===== src/rtl/int_ctrl.sv =====
// Vectored, fixed-priority interrupt controller in front of the CU's single hwint input.
// Latches edge/level requests, arbitrates against the in-service set, and returns a per-channel vector on acknowledge.
module int_ctrl #(
    parameter int          NUM_IRQ       = 8,
    parameter logic [31:0] EDGE_TRIG     = 32'hffffffff,
    parameter logic [31:0] VECTOR_BASE   = 32'h00000010,
    parameter logic [31:0] VECTOR_STRIDE = 32'h00000001,
    localparam int         ID_W          = (NUM_IRQ > 1) ? $clog2(NUM_IRQ) : 1
) (
    input  logic               clk,
    input  logic               rst,
    input  logic [NUM_IRQ-1:0] irq,
    input  logic               int_mask,
    input  logic [NUM_IRQ-1:0] enable_in,
    input  logic               ld_enable,
    input  logic               int_ack,
    input  logic               eoi,
    output logic               hwint,
    output logic [31:0]        vector,
    output logic [ID_W-1:0]    int_id,
    output logic [NUM_IRQ-1:0] pending,
    output logic [NUM_IRQ-1:0] in_service
);

    localparam logic [31:0] SPUR_VECTOR = VECTOR_BASE + 32'(NUM_IRQ) * VECTOR_STRIDE;

    logic [NUM_IRQ-1:0] r_pending;
    logic [NUM_IRQ-1:0] r_in_service;
    logic [NUM_IRQ-1:0] r_enable;
    logic [NUM_IRQ-1:0] r_irq_q;
    logic [ID_W-1:0]    r_int_id;
    logic [31:0]        r_vector;

    logic [NUM_IRQ-1:0] w_eligible;
    logic               w_win_valid;
    logic [ID_W-1:0]    w_win_idx;
    logic               w_isr_any;
    logic [ID_W-1:0]    w_isr_idx;
    logic               w_hwint;
    logic               w_ack_ok;
    logic [NUM_IRQ-1:0] w_ack_set;
    logic [NUM_IRQ-1:0] w_eoi_clr;
    logic [NUM_IRQ-1:0] w_pend_next;

    assign w_eligible = r_pending & r_enable;

    // Lowest index wins: scan downward so the last hit is the smallest index.
    always_comb begin
        w_win_valid = 1'b0;
        w_win_idx   = '0;
        for (int i = NUM_IRQ - 1; i >= 0; i--) begin
            if (w_eligible[i]) begin
                w_win_valid = 1'b1;
                w_win_idx   = ID_W'(i);
            end
        end
    end

    always_comb begin
        w_isr_any = 1'b0;
        w_isr_idx = '0;
        for (int i = NUM_IRQ - 1; i >= 0; i--) begin
            if (r_in_service[i]) begin
                w_isr_any = 1'b1;
                w_isr_idx = ID_W'(i);
            end
        end
    end

    // A winner only preempts when strictly higher priority than every active handler.
    assign w_hwint   = int_mask & w_win_valid & (~w_isr_any | (w_win_idx < w_isr_idx));
    assign w_ack_ok  = int_ack & w_hwint;
    assign w_ack_set = w_ack_ok ? (NUM_IRQ'(1) << w_win_idx) : '0;
    assign w_eoi_clr = (eoi & w_isr_any) ? (NUM_IRQ'(1) << w_isr_idx) : '0;

    // Edge channels: acknowledge clears first, a fresh edge in the same cycle re-sets.
    for (genvar gi = 0; gi < NUM_IRQ; gi++) begin : g_chan
        if (EDGE_TRIG[gi]) begin : g_edge
            assign w_pend_next[gi] = (r_pending[gi] & ~w_ack_set[gi]) | (irq[gi] & ~r_irq_q[gi]);
        end else begin : g_level
            assign w_pend_next[gi] = irq[gi];
        end
    end

    always_ff @(posedge clk) begin
        if (rst) begin
            r_pending    <= '0;
            r_in_service <= '0;
            r_enable     <= '0;
            r_irq_q      <= '0;
            r_int_id     <= '0;
            r_vector     <= '0;
        end else begin
            r_irq_q      <= irq;
            r_pending    <= w_pend_next;
            r_in_service <= (r_in_service & ~w_eoi_clr) | w_ack_set;
            if (ld_enable) begin
                r_enable <= enable_in;
            end
            if (int_ack) begin
                if (w_ack_ok) begin
                    r_int_id <= w_win_idx;
                    r_vector <= VECTOR_BASE + 32'(w_win_idx) * VECTOR_STRIDE;
                end else begin
                    r_int_id <= '0;
                    r_vector <= SPUR_VECTOR;
                end
            end
        end
    end

    assign hwint      = w_hwint;
    assign vector     = r_vector;
    assign int_id     = r_int_id;
    assign pending    = r_pending;
    assign in_service = r_in_service;

endmodule


===== config.mk =====
export PLATFORM = sky130hd
export DESIGN_NAME = int_ctrl
export DESIGN_NICKNAME = d
export VERILOG_FILES = /design/src/rtl/int_ctrl.sv
export SDC_FILE = /design/constraint.sdc
export NUM_CORES = 1
export LEC_CHECK = 0
export ABC_AREA = 1
export ABC_CLOCK_PERIOD_IN_PS = 2370
export BUFFER_PORTS_ARGS = -buffer_cell sky130_fd_sc_hd__buf_4
export CAP_MARGIN = 20
export CORE_MARGIN = 4
export CORE_UTILIZATION = 47
export CTS_CLUSTER_SIZE = 14
export DETAILED_ROUTE_END_ITERATION = 8
export MAX_ROUTING_LAYER = met4
export PLACE_DENSITY_LB_ADDON = 0.15
export SYNTH_ARGS = -nofsm -noshare
export SYNTH_HDL_FRONTEND = slang
export SYNTH_SLANG_ARGS = --single-unit
export TNS_END_PERCENT = 50

===== constraint.sdc =====
create_clock -name clk -period 2.37 [get_ports clk]
set_clock_uncertainty 0.15 [all_clocks]
set_input_delay 0.1185 -clock clk [delete_from_list [all_inputs] [get_ports clk]]
set_output_delay 0.1185 -clock clk [all_outputs]
set_load 0.1 [all_outputs]

# == Yosys cells after proc, flatten, opt, wreduce, memory -nomap -nowiden ==
# Cells that the tools add are included.
# word_totals
regBits,67
in_bits,22
word_cells,96
# classes
add_sub_neg,1
order_cmp,1
n_shift,2
muxes,36
bitwise_logic,50
# ops
op,count
2-to-1 mux 3 bit,17
AND 1 bit,20
inverter 1 bit,17
AND 8 bit,2
2-to-1 mux 1 bit,16
2-to-1 mux 8 bit,2
"<< shifter 1 x 3 -> 8 bit, first input constant",2
bitwise OR 1 bit,9
inverter 8 bit,1
bitwise OR 8 bit,1
"adder 5 x 3 -> 6 bit, first input constant",1
2-to-1 mux 6 bit,1
< comparator 3 bit,1

# == Longest topological paths before layout ==
# depth
depth_word,17
mapped_depth,17
mapped_depth_nobuf,16

# == Least setup slack after synthesis ==
# OpenSTA, ideal clock, no wires.
# synth_timing
path_type,flip-flop to flip-flop
start,register r_in_service[6] (netlist: in_service[6])
end,register r_vector[3] (netlist: vector[3])
arrival_time_ps,3834
required_ps,2109
path_slack_ps,-1726
stages_incl_launch_ff,15
period_less_slack_ps,4096
path_cell_list,dfxtp_1 -> nor2_1 -> nor3_1 -> nor3_1 -> nor3_1 -> inv_1 -> ha_1 -> nand2_1 -> inv_1 -> nand2_1 -> nand2_2 -> a21boi_1 -> nand2_1 -> nand2_1 -> inv_1
# synth_via
elab_chain_len,12
# synth_rtl
element,line_no,rtl
from (decl),28,logic [NUM_IRQ-1:0] r_in_service;
from (signal assigned),96,r_in_service <= (r_in_service & ~w_eoi_clr) | w_ack_set;
2-to-1 mux 3 bit or 2-to-1 mux 1 bit (tied branches) (7 in series),63,if (r_in_service[i]) begin
< comparator 3 bit or inverter 1 bit (tied branches),71,assign w_hwint = int_mask & w_win_valid & (~w_isr_any | (w_win_idx < w_isr_idx));
bitwise OR 1 bit *,71,
AND 1 bit *,71,
named net hwint,18,"output logic hwint,"
AND 1 bit *,72,assign w_ack_ok = int_ack & w_hwint;
2-to-1 mux 6 bit *,101,if (w_ack_ok) begin
to (signal assigned),103,r_vector <= VECTOR_BASE + 32'(w_win_idx) * VECTOR_STRIDE;
to (decl),32,logic [31:0] r_vector;
# Mark *: on every way through the listed nets, which the timed path passes. The rest lies on a longest branch.
# A chain may end at the register's enable or synchronous reset.

# == Worst setup path after layout ==
# layout_timing
start,register r_in_service[7] (netlist: in_service[7])
end,output port hwint
# layout_via
elab_chain_len,11
# layout_rtl
element,line_no
2-to-1 mux 3 bit or 2-to-1 mux 1 bit (tied branches) (8 in series),63
< comparator 3 bit or inverter 1 bit (tied branches),71
bitwise OR 1 bit *,71
AND 1 bit *,71
to (decl),18
# Mark *: on every way between the ends. The rest lies on a longest branch, timed or not.

==> impl_metrics.ini <==
[status]
outcome = complete, but fails checks
violations = setup timing

[cells_and_area]
n_fill_cell = 354
layout-drive-gt1-share_pct = 30.14
final_cell_area_um2 = 2773
multi_input_area_um2 = 1025
area_growth_pct = 38.15
layoutNonFillerInstCount = 405
diodes = 0
post-route-util_pct = 68.33
fin_nets = 378
seq_area_um2 = 780.7

[yosys]
ys_types = 28
synth_area_leaders = dfxtp_1 (37%), buf_4 (11%), nand2_1 (11%), nor2_1 (8.2%), inv_1 (7.7%)
synth_edf_count = 0
synth_ff_type = dfxtp_1
seq_area_frac_synth_pct = 36.91
synth_top_area_share_pct = 36.91
synth_common_cells = nand2_1 (60), nor2_1 (44), inv_1 (41)
synth.largest_area_cell = dfxtp_1
netlist_area_um2 = 2007
syn_inst = 281
yosysMostFrequentCell = nand2_1
synth_warnings = 0
yosys_register_bits = 37
async_flop_share_pct = 0
syn_area_per_cell_um2 = 7.142

[power]
finalPower_mw = 1.956
pwr-share-clk_pct = 26.9
power_frac_comb_pct = 37.9
p_per_area_nw_per_um2 = 705.3
ir_drop_v = 0.0005371
power.internal_mw = 1.152
leakage_nw = 1.454
seq_power_share_pct = 35.2
switching_share_pct = 41.12
switching_power_uw = 804.1

[hold_path]
worst_hold_path_type = input pin to flop

[timing]
fmax_mhz = 421.7
fin_crit_sh_pct = 100.1
final_max_slew_viol_count = 0
setup_slack_ns = -0.001470
setup_violations = 1
layout_min_cycle_time_ns = 2.371
hold_viol = 0
rsz0062_at_grt = yes

[grt]
grt_pass1_vias = 1660
grtUsageTotal_pct = 17.80
grt_max_degree = 31
globalRoute.totalOverflow = 0
grt_pass1_wl_mm = 7.203
antenna_found_initial = 0

[routing]
ant_nets = 0
vias = 1856
drtIter0Drc = 45
wl_per_cell_um = 11.28
wl_mm = 4.568
via_per_inst = 4.583
drcViolationCount = 0
firstDrtPassIters = 5

[placed_design]
placed_area_um2 = 2312
portBuffers = 46
globalplace.congestion = 0.7891
hpwl_mm = 3.178
dp_cells = 369

[floorplanning]
num_rows = 23
fp.dieArea_um2 = 5379
ios = 74
die_w_um = 73.35
dieHeight_um = 73.35
initial_utilization_pct = 49.46
design.core.area_um2 = 4058

[clocking]
clock-root-buffer = clkbuf_8
cts_buffers = 5
clock_latency_ns = 0.29
cts-htree-levels = 2
cts_max_path_buffers = 2
path_clk_slew_ns = 0.07
cts_tree = done
cts.sink_count = 37

[worst_setup_path]
path_max_fanout = 5
crit_arrival_ns = 2.10
cp.required_ns = 2.10
critPathLaunchType = flop
slowest_stage = dfxtp_4
cp_cell_sequence = nor2_2 -> nor3_2 -> nor3_1 -> nor3_2 -> inv_2 -> ha_4 -> nand2_2 -> inv_2 -> nand2_2 -> nand2_4 -> a21boi_4 -> buf_12
path_class = flop to output pin
worst_path_largest_cell_delay_ns = 0.37
crit_path_end_kind = output pin

[run]
cap_violations = 0
layout by cell type (no fill, tap or decap), drive strengths merged, types with 2 or more instances in the layout:
cell type and count:
nand3 2, o31ai 2, nand4 11, inv 42, a21oi 14, o21ai 13, nand2 64, ha 2
buf 53, nor4 2, a21boi 2, clkbuf 6, conb 27, nor2 44, nor3 8, dlygate4sd3 23
dfxtp 37
per-layer routing:
layer	track usage, %	wire length [µm]
met2	29.99	2289
met4	6.036	57
met5	-	0
met3	3.694	251
met1	21.08	1970
cells by family after synthesis:
family	after synthesis	share of synthesized area [%]
fa+ha+maj	2	1.247
buf+inv	78	21.13
other cells	1	0.1869
flops	37	36.91
compound gates	32	10.29
simple gates	131	30.24
path summary, 6_finish.rpt:
kind	startpoint	end	slack (ns)	cells after the start
max reg2reg	in_service[7]	vector[3]	0.24	15
min reg2reg	r_irq_q[2]	pending[2]	0.30	3
min	ld_enable	r_enable[1]	0.008	3
max	in_service[7]	hwint	-0.001	12
power groups by stage:
stage               combinational (mW)  clock [mW]  sequential, mW
floorplan                        0.447           0           0.850
global placement                 0.654           0           0.700
detailed placement               0.659           0           0.701
CTS                              0.716       0.539           0.687
global route                     0.785       0.566           0.693
finish                           0.741       0.526           0.689
sequential cells by signal, summed over array words and instances, names as in the netlist:
register,flops
int_id,2
vector,3
pending,8
r_enable,8
in_service,8
r_irq_q,8
repair_timing:
item / 4_1_cts / 5_1_grt
endpoints found under the setup margin: 1 / 1
buffers inserted: 1 / 4
endpoints found under the hold margin: 23 / 0
hold buffers: 23 / 0
pin swaps: 3 / 8
gates resized for setup: 9 / 8
layout make-up:
class / count / share of cell area, %
multi-input cells: 192 / 36.96
flip-flops and latches: 37 / 28.16
repair buffers: 76 / 23.10
inverters: 42 / 5.686
clock buffers: 6 / 2.617
well taps: 50 / 2.256
clock inverters: 2 / 1.218
critical path: cells and delay by family (launching register included):
kind | cells | cell delay, ns
and+or+nand+nor | 7 | 0.66
AOI/OAI and AO/OA | 1 | 0.20
DFF | 1 | 0.37
buffers and inverters | 3 | 0.32
adders and majority gates | 1 | 0.24
stage by stage:
stage                     hold WS [ns]  worst slack (ns)  setup TNS (ns)
final                         0.008209         -0.001470       -0.001470
after floorplan                0.08701           -0.3526         -0.5084
after detailed placement        0.2031            0.1097               0
after CTS                   0.00002745           0.01093               0
after global routing           0.03079           -0.1207         -0.1207
after global placement          0.1961            0.1497               0
Power figures use the tool's default switching activity.
